`src/rtl/mult_add_pkg.sv`:
```
// Shared constants for the signed multiply-add datapath and its downstream stats blocks.
package mult_add_pkg;

   localparam int unsigned DATA_W = 8;

   localparam logic signed [DATA_W-1:0] SMIN = -8'sd128;
   localparam logic signed [DATA_W-1:0] SMAX = 8'sd127;

   // Width of a sum of 2^log2n samples of data_w bits that can never overflow.
   function automatic int unsigned sum_w(input int unsigned data_w, input int unsigned log2n);
      return data_w + log2n;
   endfunction

endpackage

```
`src/rtl/win_minmax.sv`:
```
// Running signed min/max over a window, with clear and update enables.
module win_minmax import mult_add_pkg::*; #(
   parameter int unsigned W = mult_add_pkg::DATA_W
) (
   input  logic                clk,
   input  logic                rst,
   input  logic                clr,
   input  logic                upd,
   input  logic signed [W-1:0] d,
   output logic signed [W-1:0] mn,
   output logic signed [W-1:0] mx,
   output logic signed [W-1:0] nxt_mn_c,
   output logic signed [W-1:0] nxt_mx_c
);

   localparam logic signed [W-1:0] POS_MAX = {1'b0, {(W-1){1'b1}}};
   localparam logic signed [W-1:0] NEG_MAX = {1'b1, {(W-1){1'b0}}};

   // Values the registers would take with this edge's sample folded in.
   always_comb begin
      nxt_mn_c = mn;
      nxt_mx_c = mx;
      if (upd) begin
         if (d < mn) nxt_mn_c = d;
         if (d > mx) nxt_mx_c = d;
      end
   end

   // Clear wins over update so a closing sample never leaks into the next window.
   always_ff @(posedge clk) begin
      if (rst || clr) begin
         mn <= POS_MAX;
         mx <= NEG_MAX;
      end else begin
         mn <= nxt_mn_c;
         mx <= nxt_mx_c;
      end
   end

endmodule

```
`src/rtl/mult_add_win_stats.sv`:
```
// Windowed sum/mean/min/max over the multiply-add result stream, with early flush.
module mult_add_win_stats import mult_add_pkg::*; #(
   parameter int unsigned DATA_W = mult_add_pkg::DATA_W,
   parameter int unsigned LOG2N  = 3
) (
   input  logic                                       clk,
   input  logic                                       rst,
   input  logic signed [DATA_W-1:0]                   din,
   input  logic                                       din_val,
   input  logic                                       flush,
   output logic signed [sum_w(DATA_W, LOG2N)-1:0]     sum_out,
   output logic signed [DATA_W-1:0]                   avg_out,
   output logic signed [DATA_W-1:0]                   min_out,
   output logic signed [DATA_W-1:0]                   max_out,
   output logic        [LOG2N:0]                      cnt_out,
   output logic                                       partial,
   output logic                                       val_out
);

   localparam int unsigned SW = sum_w(DATA_W, LOG2N);
   localparam int unsigned CW = LOG2N + 1;
   localparam int unsigned N  = 1 << LOG2N;

   logic signed [SW-1:0]     acc, acc_nxt_c;
   logic        [CW-1:0]     cnt, cnt_nxt_c;
   logic signed [DATA_W-1:0] mn, mx, mn_nxt_c, mx_nxt_c;
   logic                     close_c;

   always_comb begin
      acc_nxt_c = acc;
      cnt_nxt_c = cnt;
      if (din_val) begin
         acc_nxt_c = acc + {{LOG2N{din[DATA_W-1]}}, din};
         cnt_nxt_c = cnt + CW'(1);
      end
      close_c = (din_val && (cnt == CW'(N - 1))) || (flush && (cnt_nxt_c != '0));
   end

   win_minmax #(.W(DATA_W)) u_minmax (
      .clk      (clk),
      .rst      (rst),
      .clr      (close_c),
      .upd      (din_val),
      .d        (din),
      .mn       (mn),
      .mx       (mx),
      .nxt_mn_c (mn_nxt_c),
      .nxt_mx_c (mx_nxt_c)
   );

   // Accumulator/counter restart on the closing edge; results are held until the next close.
   always_ff @(posedge clk) begin
      if (rst) begin
         acc     <= '0;
         cnt     <= '0;
         sum_out <= '0;
         avg_out <= '0;
         min_out <= '0;
         max_out <= '0;
         cnt_out <= '0;
         partial <= 1'b0;
         val_out <= 1'b0;
      end else if (close_c) begin
         acc     <= '0;
         cnt     <= '0;
         sum_out <= acc_nxt_c;
         avg_out <= DATA_W'(acc_nxt_c >>> LOG2N);
         min_out <= mn_nxt_c;
         max_out <= mx_nxt_c;
         cnt_out <= cnt_nxt_c;
         partial <= (cnt_nxt_c < CW'(N));
         val_out <= 1'b1;
      end else begin
         acc     <= acc_nxt_c;
         cnt     <= cnt_nxt_c;
         val_out <= 1'b0;
      end
   end

endmodule

```
`config.mk`:
```
export PLATFORM = sky130hd
export DESIGN_NAME = mult_add_win_stats
export DESIGN_NICKNAME = d
export VERILOG_FILES = /design/src/rtl/mult_add_pkg.sv /design/src/rtl/win_minmax.sv /design/src/rtl/mult_add_win_stats.sv
export SDC_FILE = /design/constraint.sdc
export NUM_CORES = 1
export LEC_CHECK = 0
export ABC_AREA = 1
export BUFFER_PORTS_ARGS = -buffer_cell sky130_fd_sc_hd__buf_4
export CAP_MARGIN = 20
export CORE_UTILIZATION = 45
export CTS_CLUSTER_SIZE = 24
export DETAILED_ROUTE_END_ITERATION = 8
export GPL_ROUTABILITY_DRIVEN = 0
export MAX_ROUTING_LAYER = met4
export PLACE_DENSITY = 0.66
export REMOVE_ABC_BUFFERS = 1
export SLEW_MARGIN = 5
export SYNTH_ARGS = -nofsm -noshare
export SYNTH_HDL_FRONTEND = slang
export SYNTH_SLANG_ARGS = --single-unit
```
`constraint.sdc`:
```
create_clock -name clk -period 2.3 [get_ports clk]
set_clock_uncertainty 0.2 [all_clocks]
set_input_delay 0.46 -clock clk [delete_from_list [all_inputs] [get_ports clk]]
set_output_delay 0.46 -clock clk [all_outputs]
set_load 0.005 [all_outputs]
```
==> impl_results.md <==
- Run status: completed
- Buffers plus inverters on the worst setup path: 2
- Maximum frequency from static timing analysis: 0.482 GHz
- LEAKAGE: 2.19 nW
- Crit path setup slack, layout: 0.226 ns
- Flop2flop setup slack: approximately 0.23 ns
- Post-synth EDFFs: 0
- Height of the die: 88.3 microns
- Slew at the pin closest to its max-slew limit: about 0.33 ns
- Max_slew headroom: 77.7%
- Max Fanout on Critical Path: 3
- Post-synthesis register bit count: 64
- Final critical-path required period: 2.07 ns
- Wire per inst: 12.1 microns
- Distinct cell type count of the synthesized netlist: 31
- CP Launch Type: flop
- Ranking of synthesized cells by area: sky130_fd_sc_hd__dfxtp_1, sky130_fd_sc_hd__nand2_1, sky130_fd_sc_hd__ha_1
- Area of the core region: between 0.007 and 0.008 sq mm
- Effective utilization at floorplan: 46.4%
- CP Cell Sequence: ha_1, fa_1, nand2_1, nand3_1, o21ai_2, inv_1, buf_4, nand2_1, nand3_1, o21ai_0, o21ai_0
- Finished Layout Cells: 632
- Post-synth top area share: a little under two fifths
- Hold-fix buffers at CTS: 0
- Worst slack at placement: -0.117 ns
- Proportion of synthesized chip area in sequential cells: 38.3%
- Power Density: between 700 and 800 mW/mm^2
- Post-route DRC: 0
- Met3 track demand over resource in global routing: 5.69%
- Fraction of final layout cells with drive strength greater than 1: approximately 18%
- Flip-flop and latch area: 0.00128 sq mm
- Pin count of the biggest net entering global routing: 25
- Worst-case clock buffer depth: 2
- Final Cycle Share: between 90% and 100%
- Number of antenna violations at the first check in global routing: 0
- Final-layout worst hold slack: 0.250 ns
- Global Route met2 Usage: 32.0%
- Post-detailed-route via-to-cell ratio: 4.88
- Met1 Track Usage GR: a little under 30%
- Number of nets at the end of the flow: approximately 570
- Register clock-pin slew on the reported worst setup and hold paths: 0.07 ns
- Wire length of the first global-routing pass: 12,500 microns
- Crit path max-delay cell type: sky130_fd_sc_hd__fa_1
- Number of cells in the design after placement: a little over 600
- Path class of the lowest-slack min-delay path: reg2reg
- Library cell used as clock root buffer: sky130_fd_sc_hd__clkbuf_8
- Antenna Nets Post-Route: 0
- Top cells by count, synth: sky130_fd_sc_hd__nand2_1, sky130_fd_sc_hd__dfxtp_1, sky130_fd_sc_hd__inv_1
- Grt peak-use layer: met2
- Number of H-tree levels: 3
- Required time reported for the critical path endpoint: approximately 2.3 ns
- Via total after detailed routing: about 3.1k
- TritonCTS buffer count: 9
- Number of cell rows: 31
- Final wirelength: between 7000 and 8000 microns
- Horiz. Die Dim: a little under 90 microns
- Netlist area before placement: 0.00335 sq mm
- Arrival time of the worst setup path: 2.10 ns
- Max rail drop VDD: 0.380 mV
- Crit end category: flop
- Total global routing overflow: 0
- Number of warnings issued by yosys: 0
- Delay of the slowest cell on the worst path: 0.39 ns
- Initial DRC Count: approximately 140
- Setup CP Type: reg2reg
- Number of global-route vias before repair: 2,676
- Unrepaired setup endpoints after global routing: false
- Cells after Synth: between 400 and 500
- Pre-antenna DRT Iters: 4
- # clock sinks: 64
- Average size of a mapped cell: 7.16 sq um
- Max-slew violation count: 0
- TritonCTS clock tree: done
- Overall routing resource usage: 22.0%
- Main synth FF type: sky130_fd_sc_hd__dfxtp_1
- DIE AREA: 0.00779 sq mm
- Number of setup violations in the final report: 0
- Antenna Cells: 0
- Most repeated cell in the gate-level netlist after synthesis: sky130_fd_sc_hd__nand2_1
- Post-synthesis cell type with the largest combined area: sky130_fd_sc_hd__dfxtp_1
- Port Buffers: 52
- Fill cells: slightly above 700
- I/O pin count: 53
- Clock network latency to the later pin of the worst-skew pair: 0.35 ns
- Number of hold violations in the final report: 0
- Number of maximum-capacitance violations: 0
- Proportion of register bits with asynchronous set or reset after synthesis: 0%
- Area added between synthesis and finish: 23.9%
- Placed wire-length estimate after detailed placement: 5480 microns
- Combined area of the multi-input logic cells: 0.00173 sq mm
- Kind of cell adding the most delay to the critical path: adder cells
[layout make-up]
type | count | area share, %
sequential | 64 | 30.9
tap | 99 | 2.99
clock buffer | 11 | 3.65
clock inverter | 5 | 2.47
inverter | 53 | 4.86
multi-input combinational | 331 | 41.8
timing repair buffer | 69 | 13.4
[logic make-up after synthesis]
family	share of synthesized area (%)
buf+inv	10.1
simple gates	31.2
compound gates	7.70
fa+ha+maj	10.3
mux	0.598
xor+xnor	1.79
flops	38.3
[registers in the layout (all words and copies together), names as in the netlist]
register     cells
cnt_out          4
cnt              4
min_out          8
acc             11
val_out          1
partial          1
max_out          8
sum_out         11
u_minmax.mn      8
u_minmax.mx      8
[timing repair]
item	CTS	global route
setup endpoints to repair	0	6
resized for setup	0	5
setup buffers	0	1
endpoints found under the hold margin	0	0
[metrics by stage]
step	area, sq um	utilization, %	power (mW)	setup TNS, ns
floorplan	3210	-	1.64	-1.23
global placement	3880	53.8	1.90	-0.134
detailed placement	3880	53.8	1.92	-0.347
CTS	4140	57.3	3.14	0
global route	4150	57.5	3.30	0
finish	4150	57.5	3.12	0
[path summary, 6_finish.rpt]
kind	start	end	cells after the start
max reg2reg	acc[0]	sum_out[4]	11
min	min_out[1]	min_out[1]	2
min reg2reg	min_out[1]	min_out[1]	2
max	acc[0]	sum_out[4]	11
[routing by layer]
metal / up-vias / wire length, microns
met4: 0 / 87
met1: 1385 / 3860
met5: - / 0
met2: 62 / 3320
met3: 10 / 358
li1: 1627 / -
[layout by cell type, fill, tap and decap left out, drive strengths merged]
master    instances
or2               2
bufinv            3
o21ai            24
inv              53
o21bai            2
fa                1
clkbuf           11
clkinv            1
mux2i             2
a21oi            17
xnor2             1
and2              2
clkinvlp          1
nor2             38
o21a              2
nor3              2
buf              69
a31oi             2
nand2           153
xor2              5
nand4            19
ha               26
nand3            33
dfxtp            64
[report_power, final]
part | switching [mW] | leakage [nW] | internal (mW)
clock | 0.440 | 0.126 | 0.777
combinational | 0.366 | 1.54 | 0.284
sequential | 0.0466 | 0.525 | 1.20
[worst min-delay path, cell delays in order (launching register included)]
cell and delay, ns:
sky130_fd_sc_hd__dfxtp_1 0.31, sky130_fd_sc_hd__nand2_1 0.06, sky130_fd_sc_hd__nand2_1 0.04
(Power assumes the default switching activity.)
